## src/rtl/seq_divider.sv

```systemverilog
// seq_divider: sequential restoring divider, one quotient bit per clock.
// Unsigned M-bit dividend by N-bit divisor with a start/busy/done handshake.
// The operands are captured on the accepted start. A zero divisor is flagged
// after one cycle, and the block never enters RUN for it.
module seq_divider #(
    parameter int M = 26,
    parameter int N = 14
) (
    input  logic         clk,
    input  logic         rst_n,
    input  logic         start,
    input  logic [M-1:0] dividend,
    input  logic [N-1:0] divisor,
    output logic         busy,
    output logic         done,
    output logic [M-1:0] quotient,
    output logic [N-1:0] remainder,
    output logic         div_by_zero
);

    localparam int CW = $clog2(M + 1);

    typedef enum logic {IDLE, RUN} state_t;

    state_t         state_q, state_d;
    // Dividend shift register. Dividend bits leave at the MSB, and quotient
    // bits enter at the LSB. After M shifts it holds the quotient.
    logic [M-1:0]   dvd_q, dvd_d;
    logic [N-1:0]   dvs_q, dvs_d;
    // Partial remainder. It is always below the divisor, so the extra top
    // bit of the (N+1)-bit trial value never needs to be stored.
    logic [N-1:0]   part_q, part_d;
    logic [CW-1:0]  cnt_q, cnt_d;
    logic [M-1:0]   quot_q, quot_d;
    logic [N-1:0]   rem_q, rem_d;
    logic           dbz_q, dbz_d;
    logic           done_q, done_d;
    // Set one cycle after a zero-divisor start; it produces the flagged done.
    logic           pend_q, pend_d;

    logic [N:0]     trial;
    logic           ge;
    logic [N-1:0]   part_new;

    // Restoring step: bring in the next dividend bit, then subtract if it fits.
    always_comb begin
        trial    = {part_q, dvd_q[M-1]};
        ge       = (trial >= {1'b0, dvs_q});
        part_new = ge ? N'(trial - {1'b0, dvs_q}) : N'(trial);
    end

    // Next-state logic: handshake, iteration control and result registering.
    always_comb begin
        state_d = state_q;
        dvd_d   = dvd_q;
        dvs_d   = dvs_q;
        part_d  = part_q;
        cnt_d   = cnt_q;
        quot_d  = quot_q;
        rem_d   = rem_q;
        dbz_d   = dbz_q;
        done_d  = 1'b0;
        pend_d  = 1'b0;

        if (pend_q) begin
            done_d = 1'b1;
            dbz_d  = 1'b1;
            quot_d = '1;
            rem_d  = '0;
        end

        case (state_q)
            IDLE: begin
                if (start) begin
                    if (divisor != '0) begin
                        dvd_d   = dividend;
                        dvs_d   = divisor;
                        part_d  = '0;
                        cnt_d   = '0;
                        state_d = RUN;
                    end else begin
                        pend_d = 1'b1;
                    end
                end
            end
            RUN: begin
                part_d = part_new;
                dvd_d  = {dvd_q[M-2:0], ge};
                cnt_d  = cnt_q + 1'b1;
                if (cnt_q == CW'(M - 1)) begin
                    quot_d  = {dvd_q[M-2:0], ge};
                    rem_d   = part_new;
                    dbz_d   = 1'b0;
                    done_d  = 1'b1;
                    state_d = IDLE;
                end
            end
            default: state_d = IDLE;
        endcase
    end

    // State and datapath registers, cleared asynchronously.
    always_ff @(posedge clk or negedge rst_n) begin
        if (!rst_n) begin
            state_q <= IDLE;
            dvd_q   <= '0;
            dvs_q   <= '0;
            part_q  <= '0;
            cnt_q   <= '0;
            quot_q  <= '0;
            rem_q   <= '0;
            dbz_q   <= 1'b0;
            done_q  <= 1'b0;
            pend_q  <= 1'b0;
        end else begin
            state_q <= state_d;
            dvd_q   <= dvd_d;
            dvs_q   <= dvs_d;
            part_q  <= part_d;
            cnt_q   <= cnt_d;
            quot_q  <= quot_d;
            rem_q   <= rem_d;
            dbz_q   <= dbz_d;
            done_q  <= done_d;
            pend_q  <= pend_d;
        end
    end

    assign busy        = (state_q == RUN);
    assign done        = done_q;
    assign quotient    = quot_q;
    assign remainder   = rem_q;
    assign div_by_zero = dbz_q;

endmodule

```

## config.mk

```make
export PLATFORM = sky130hd
export DESIGN_NAME = seq_divider
export DESIGN_NICKNAME = d
export VERILOG_FILES = /design/src/rtl/seq_divider.sv
export SDC_FILE = /design/constraint.sdc
export NUM_CORES = 1
export LEC_CHECK = 0
export ABC_AREA = 1
export BUFFER_PORTS_ARGS = -buffer_cell sky130_fd_sc_hd__buf_2
export CAP_MARGIN = 15
export CORE_MARGIN = 2
export CORE_UTILIZATION = 45
export CTS_CLUSTER_SIZE = 28
export DETAILED_ROUTE_END_ITERATION = 10
export PLACE_DENSITY_LB_ADDON = 0.08
export SLEW_MARGIN = 20
export SYNTH_ARGS = -nofsm -noshare
export SYNTH_HDL_FRONTEND = slang
export SYNTH_SLANG_ARGS = --single-unit
export TNS_END_PERCENT = 20
```

## constraint.sdc

```tcl
create_clock -name clk -period 2.1 [get_ports clk]
set_input_delay 0.42 -clock clk [delete_from_list [all_inputs] [get_ports clk]]
set_output_delay 0.42 -clock clk [all_outputs]
set_load 0.005 [all_outputs]
```

# Word level (Yosys, flattened, before mapping)
# Cells that the tools add are included.
[totals]
reg_bits = 103
inputBits = 43
output_inout_bits = 43
word_cells = 49
[classes]
addsub = 2
n_lt_le_gt_ge = 1
n_eq_ne = 3
mux = 29
n_bitwise = 1
reduce_logical = 3
[ops]
columns = ["cell", "n"]
rows = [
  ["26-bit two-way mux", 5],
  ["14-bit two-way mux", 6],
  ["26-bit case mux with 2 select lines", 1],
  ["14-bit case mux with 2 select lines", 1],
  ["15-bit by 14-bit greater-or-equal comparator with 1-bit output", 1],
  ["14-bit nonzero test", 1],
  ["14-bit subtractor", 1],
  ["1-bit two-way mux", 12],
  ["5-bit two-way mux", 2],
  ["5-bit case mux with 2 select lines", 1],
  ["5-bit by 1-bit adder with 5-bit output (second input constant)", 1],
  ["5-bit equality test (second input constant)", 1],
  ["2-bit inequality test (second input constant)", 2],
  ["3-bit AND reduction", 1],
  ["1-bit case mux with 2 select lines", 1],
  ["2-bit AND reduction", 1],
  ["1-bit NOT", 1],
]

# Logic depth before layout (Yosys ltp)
# Gate-level depths: netlist of run 1.
[logic_depth]
depth_word = 4
ltp_mapped = 15
mapped_depth_nobuf = 14

# Least setup slack after synthesis of run 1
# Ideal clock, no wire load.
[synth_path]
kind = "reg2reg"
start = "register dvd_q[25]"
end = "register rem_q[12] (netlist: remainder[12])"
setup_time_ps = 117
t_arrival_ps = 1692
required_time_ps = 1983
setup_slack_ps = 291
path_stages_with_launch = 14
path_buffers = 0
period_less_slack_ps = 1809
cell_sequence = "dfrtp_1 inv_1 ha_1 fa_1 inv_1 nand3_1 nand3_1 nand3_1 nand3_1 nand2_1 nand3_2 nand2_1 nand2_1 nand2_1"
[synth_between]
elab_chain_cells = 4
elab_cells_between_ends = 5
cone_classes = "add/sub (1); order compare (1); mux (3)"
[synth_rtl]
columns = ["item", "line", "text"]
rows = [
  ["from (decl)", "28", "logic [M-1:0] dvd_q, dvd_d;"],
  ["from (signal assigned)", "117", "dvd_q <= dvd_d;"],
  ["14-bit subtractor / 15-bit by 14-bit greater-or-equal comparator with 1-bit output (equally long branches)", "49, 48", ""],
  ["14-bit two-way mux (*)", "49", "part_new = ge ? N'(trial - {1'b0, dvs_q}) : N'(trial);"],
  ["14-bit two-way mux (*)", "90", "if (cnt_q == CW'(M - 1)) begin"],
  ["14-bit two-way mux (*)", "72", "case (state_q)"],
  ["via rem_d[12]", "35", "logic [N-1:0] rem_q, rem_d;"],
  ["to (signal assigned)", "122", "rem_q <= rem_d;"],
  ["to (decl)", "35", ""],
]
# Mark *: on every way through the listed nets, which the timed path passes. The rest lies on a longest branch.
# A chain may end at the register's enable or synchronous reset.

# Worst setup path in the final report of run 1
[layout_path]
start = "register part_q[7]"
end = "register rem_q[1] (netlist: remainder[1])"
[layout_between]
elab_chain_cells = 4
[layout_rtl]
columns = ["item", "line", "text"]
rows = [
  ["from (decl)", "32", "logic [N-1:0] part_q, part_d;"],
  ["from (signal assigned)", "119", "part_q <= part_d;"],
  ["15-bit by 14-bit greater-or-equal comparator with 1-bit output", "48", "ge = (trial >= {1'b0, dvs_q});"],
  ["14-bit two-way mux", "49", ""],
  ["14-bit two-way mux", "90", ""],
  ["14-bit two-way mux", "72", ""],
  ["via rem_d[1]", "35", ""],
]
# The timed path passes the listed nets, and every way through them passes these cells.

==> results of run 1 <==
worst reg2reg max path: stages, from the launching register on:
cell	delay, ns
dfrtp_2	0.45
ha_4	0.27
nand2_2	0.07
nand2_2	0.05
nand2_2	0.06
nand2_2	0.09
a21oi_4	0.19
nand3_4	0.15
buf_12	0.18
buf_4	0.13
o211ai_1	0.16
nand2_1	0.08
registers in the layout, indices dropped and copies added, names as in the netlist:
name,cells
dvd_q,26
dvs_q,14
pend_q,1
busy,1
remainder,14
quotient,26
div_by_zero,1
cnt_q,5
part_q,14
done,1
cells by family (layout without fill, tap and decap cells):
family / Yosys count / in the layout / share of synthesized area, %
AOI/OAI and AO/OA: 65 / 65 / 9.85
DFF: 103 / 103 / 49.0
and+or+nand+nor: 347 / 347 / 28.6
adders and majority gates: 18 / 18 / 4.42
buffers and inverters: 88 / 206 / 6.97
xor gates and xnor gates: 7 / 7 / 1.17
placed cells by master (no fill, tap or decap), types with 5 or more instances in the layout:
cell type and instances:
o211ai_1 8, buf_2 84, ha_4 10, dfrtp_1 98, buf_4 38, nor2_1 19, clkbuf_16 10, o32a_1 25
dfrtp_2 5, nand2_2 13, o21ai_2 5, nand2_1 240, ha_1 6, inv_2 11, o21ai_0 16, nand4_1 9
nand3_1 38, inv_1 50, nand3_2 6
metrics by stage:
step	cell area, µm²	setup TNS, ns
global placement	5990	-0.754
finish	6640	0
CTS	6300	0
global route	6640	-0.0827
detailed placement	5990	-1.87
floorplan	5260	0
per-layer routing:
metal  routed length, µm  vias up  share of wire, %
met4                 320        0               2.4
met5                   0        -                 0
met1                5730     2226                42
li1                    -     2264                 -
met2                6780      106                50
met3                 733       25               5.4
path summary, 6_finish.rpt:
| check | start | endpoint |
|---|---|---|
| worst max-delay path | part_q[7] | remainder[1] |
| worst min-delay path | rst_n | dvs_q[12] |
| worst max register to register | part_q[7] | remainder[1] |
| worst min register to register | remainder[9] | remainder[9] |
| max in group asynchronous | rst_n | part_q[9] |
| min in group clk | dividend[15] | dvd_q[15] |
layout make-up:
cell class                 instances  area [µm²]
tap                              143         179
fill                            1043        4780
inverter                          62         233
clock inverter                     4        36.3
clock buffer                      12         267
multi-input combinational        437        2510
sequential                       103        2580
timing repair buffer             128         830
where the power goes:
| group | internal, mW | switching (mW) | leakage [nW] |
|---|---|---|---|
| combinational | 3.25 | 3.88 | 1.99 |
| sequential | 3.00 | 0.727 | 1.20 |
| clock | 0.914 | 0.765 | 0.147 |
| total | 7.17 | 5.37 | 3.33 |
repair_timing:
item | 4_1_cts | 5_1_grt
cloned | 0 | 1
endpoints found under the setup margin | 26 | 29
resized for setup | 1 | 50
setup buffers | 0 | 12
pin swaps | 0 | 12
==> flow_metrics.tcl, run 1 <==
set metrics [dict create \
    status "completed" \
    crit_chain "ha_4 > nand2_2 > nand2_2 > nand2_2 > nand2_2 > a21oi_4 > nand3_4 > buf_12 > buf_4 > o211ai_1 > nand2_1" \
    crit_path_end_kind "flop" \
    slew_viol_final 0 \
    finalHoldViolations 0 \
    clock_skew_ns 0.00978 \
    dp_cells 859 \
    total_power_mw 12.5 \
    worstPathArrival_ns 2.23 \
    synth_area_leaders "dfrtp_1 (49%), nand2_1 (18%), o32a_1 (4.8%), inv_1 (4.3%), ha_1 (4.0%)" \
    reg2reg_depth 11 \
    crit_family "simple AND/OR/NAND/NOR gates" \
    nNetsFinal 802 \
    hold_buffers 0 \
    synth_common_cells "nand2_1 (252), dfrtp_1 (103), inv_1 (60)" \
    cp_slowest_cell "dfrtp_2" \
    die_w_um 112 \
    crit_path_max_incr_delay_ns 0.45 \
    met1_usage_pct 27.6 \
    synth_area_um2 5260 \
    dieArea_um2 12600 \
    overflow 0 \
    crit_cells 11 \
    final.setup.worst_slack_ns 0.111 \
    yosysWarnings 0 \
    timing.final.crit_share_pct 94.7 \
    clock-sinks 103 \
    cts_buffer_depth 2 \
    core_um2 11400 \
    synthArstFlopShare_pct 100 \
    use_met2_pct 38.2 \
    numCtsBuffers 9 \
    antenna_found_initial 0 \
    p_leak_nw 3.33 \
    dp_hpwl_um 9420 \
    dp_slack_ns -0.0794 \
    max_slew_margin_pct 61.4 \
    yosysTopAreaCell "dfrtp_1" \
    wl_per_cell_um 15.3 \
    grt_pass1_wl_um 22400 \
    grt_max_degree 54 \
    vdd_drop_max_mv 1.09 \
    cp.buffers_inverters 2 \
    seq_area_frac_synth_pct 49.0 \
    synth_nets 689 \
    gp_congestion 0.858 \
    htreeDepth 3 \
    busiest_layer "met2" \
    vias 4621 \
    synthMostInstantiatedCell "nand2_1" \
    cap_violations 0 \
    clk_pin_slew_ns 0.07 \
    r2r_slack_ns 0.11 \
    start_util_pct 46.1 \
    grt_usage_pct 22.2 \
    yosysTopAreaCellShare_pct 49.0 \
    dr.first_iter.drc_count 283 \
    diodes 0 \
    num_rows 39 \
    numPortBuffers 85 \
    dr.pass1.iters 4 \
    synth_edf_count 0 \
    area_growth_pct 26.2 \
    die_h_um 112 \
    synthFlopType "dfrtp_1" \
    ys_ff_latch 103 \
    synth_area_per_cell_um2 8.38 \
    min_path_type "input port to asynchronous set/reset pin" \
    viasPerCell 5.20 \
    startpoint_type "flop" \
    drc_errors 0 \
    rsz0062_at_grt "yes" \
    grt_use_met3_pct 5.45 \
    drt_wl_total_um 13600 \
    grt_pass1_vias 4643 \
    drive_above_1_share_pct 28.4 \
    worst_pin_slew_ns 0.578 \
    cts_tree "built" \
    final_antenna_net_count 0 \
    clk_latency_ns 0.35 \
    syn_inst 628 \
    cp.required_ns 2.34 \
    final_cells 889 \
    holdWs_ns 0.0495 \
    p_per_area_nw_per_um2 1890 \
    ys_types 43 \
    cp_common_cell "nand2_2" \
    cp_max_fo 7 \
    crit_type "flop to flop" \
    fin_crit_ns 1.99 \
    fmaxAchievable_mhz 503 \
    io_pins 86 \
    setup_viol 0 \
    ctsRootBufferMaster "clkbuf_16" \
    final_core_util_pct 58.1 \
]
No activity file was read; power rests on OpenSTA's default activity.
==> inputs of run 2 (changes only) <==
CORE_UTILIZATION = 57   (was 45)
==> flow_metrics.tcl, run 2 (synthesized netlist as in run 1, its figures left out) <==
set metrics [dict create \
    status "completed" \
    dr.first_iter.drc_count 198 \
    cp_max_fo 5 \
    drc_errors 0 \
    p_per_area_nw_per_um2 1840 \
    crit_path_end_kind "flop" \
    diodes 0 \
    min_path_type "input port to flop" \
    vdd_drop_max_mv 0.875 \
    antenna_found_initial 0 \
    numCtsBuffers 9 \
    max_slew_margin_pct 31.9 \
    nFillCells 805 \
    drive_above_1_share_pct 22.7 \
    core_um2 9110 \
    crit_chain "ha_4 > nand2_2 > nor3_4 > and2_2 > nand2_4 > nand3_4 > buf_4 > nand3_2 > nand2_1 > nand2_1 > nand2_1" \
    grt_pass1_vias 4556 \
    drt_wl_total_um 12700 \
    cts_tree "built" \
    viasPerCell 5.39 \
    final_cell_mix "nand2_1 (251), dfrtp_1 (101), buf_2 (84), inv_1 (57), nand3_1 (38)" \
    crit_path_max_incr_delay_ns 0.49 \
    crit_family "simple AND/OR/NAND/NOR gates" \
    final_common_cell "nand2_1" \
    finalHoldViolations 0 \
    rsz0062_at_grt "no" \
    vias 4487 \
    htreeDepth 3 \
    cts_buffer_depth 2 \
    cp.buffers_inverters 1 \
    cap_violations 0 \
    fin_crit_ns 1.99 \
    total_power_mw 11.5 \
    slew_viol_final 0 \
    cp_common_cell "nand2_1" \
    p_leak_nw 3.15 \
    nNetsFinal 778 \
    io_pins 86 \
    final_antenna_net_count 0 \
    numPortBuffers 85 \
    grt_pass1_wl_um 21000 \
    dieArea_um2 10000 \
    timing.final.crit_share_pct 94.7 \
    clk_pin_slew_ns 0.10 \
    clock-sinks 103 \
    start_util_pct 57.8 \
    dp_hpwl_um 8770 \
    grt_max_degree 59 \
    dr.pass1.iters 5 \
    clk_latency_ns 0.38 \
    clock_skew_ns 0.0144 \
    ctsRootBufferMaster "clkbuf_8" \
    num_rows 35 \
    cp.required_ns 2.42 \
    die_w_um 100 \
    worstPathArrival_ns 2.31 \
    area_growth_pct 19.0 \
    fmaxAchievable_mhz 503 \
    dp_cells 812 \
    final_cells 833 \
    crit_type "flop to flop" \
    gp_congestion 0.964 \
    worst_pin_slew_ns 1.02 \
    startpoint_type "flop" \
    grt_usage_pct 26.6 \
    die_h_um 100 \
    setup_viol 0 \
    cp_slowest_cell "dfrtp_2" \
    wl_per_cell_um 15.2 \
    overflow 0 \
]
-- run 2: cell types whose count changed in the layout (fill, tap and decap cells not counted), moves of 6 or more --
cell / change
buf_4: -25
clkbuf_16: -9
clkbuf_8: +6
inv_1: +7
inv_2: -7
nand2_1: +11
nand2_2: -10
-- run 2: what timing repair did --
action,in CTS,in global routing
setup buffers,0,3
endpoints found under the setup margin,15,55
hold buffers,1,0
resized for setup,2,26
pin swaps,0,2
endpoints found under the hold margin,21,0
gates cloned,0,1
-- run 2: where the power goes --
group / internal, mW / switching [mW] / total (mW)
sequential: 2.99 / 0.750 / 3.74
clock: 0.446 / 0.741 / 1.19
combinational: 2.86 / 3.70 / 6.57
-- run 2: worst min-delay path, stage by stage --
cell and delay [ns]:
buf_2 0.07, nand2_1 0.04, nand3_1 0.07
-- run 2: routing by layer --
| layer | part of all wire [%] | GRT usage, % |
|---|---|---|
| met2 | 51 | 46.5 |
| met4 | 2.5 | 10.9 |
| met5 | 0 | 0 |
| met3 | 3.8 | 4.74 |
| met1 | 43 | 32.8 |
-- run 2: worst paths after layout --
kind | start | depth (start not counted) | slack (ns) | end
min in group asynchronous | rst_n | 2 | 0.46 | dvs_q[12]
setup reg to reg | part_q[10] | 11 | 0.11 | remainder[13]
max in group asynchronous | rst_n | 3 | 0.98 | part_q[5]
hold reg to reg | remainder[12] | 2 | 0.48 | remainder[12]
setup / recovery | part_q[10] | 11 | 0.11 | remainder[13]
hold / removal | dividend[20] | 3 | 0.25 | dvd_q[20]
-- run 2: stage by stage --
| step | hold slack, ns | setup slack (ns) | TNS [ns] | util, % | cell area, µm² |
|---|---|---|---|---|---|
| 2_1_floorplan | 0.124 | 0.291 | 0 | - | 5260 |
| 4_1_cts | 0.248 | 0.0130 | 0 | 66.4 | 6050 |
| 6_report | 0.254 | 0.111 | 0 | 68.7 | 6260 |
| 3_5_place_dp | 0.339 | -0.0334 | -0.0334 | 64.3 | 5850 |
| 5_1_grt | 0.248 | 0.00371 | 0 | 68.7 | 6260 |
| 3_3_place_gp | 0.337 | 0.0151 | 0 | 64.3 | 5850 |
-- run 2: cell type report --
type / count / area, µm² / share of cell area, %
Timing Repair Buffer: 104 / 644 / 10.3
Multi-Input combinational cell: 437 / 2490 / 39.8
Sequential cell: 103 / 2580 / 41.2
Inverter: 62 / 233 / 3.72
Clock inverter: 5 / 42.5 / 0.680
Clock buffer: 11 / 131 / 2.10
Tap cell: 111 / 139 / 2.22
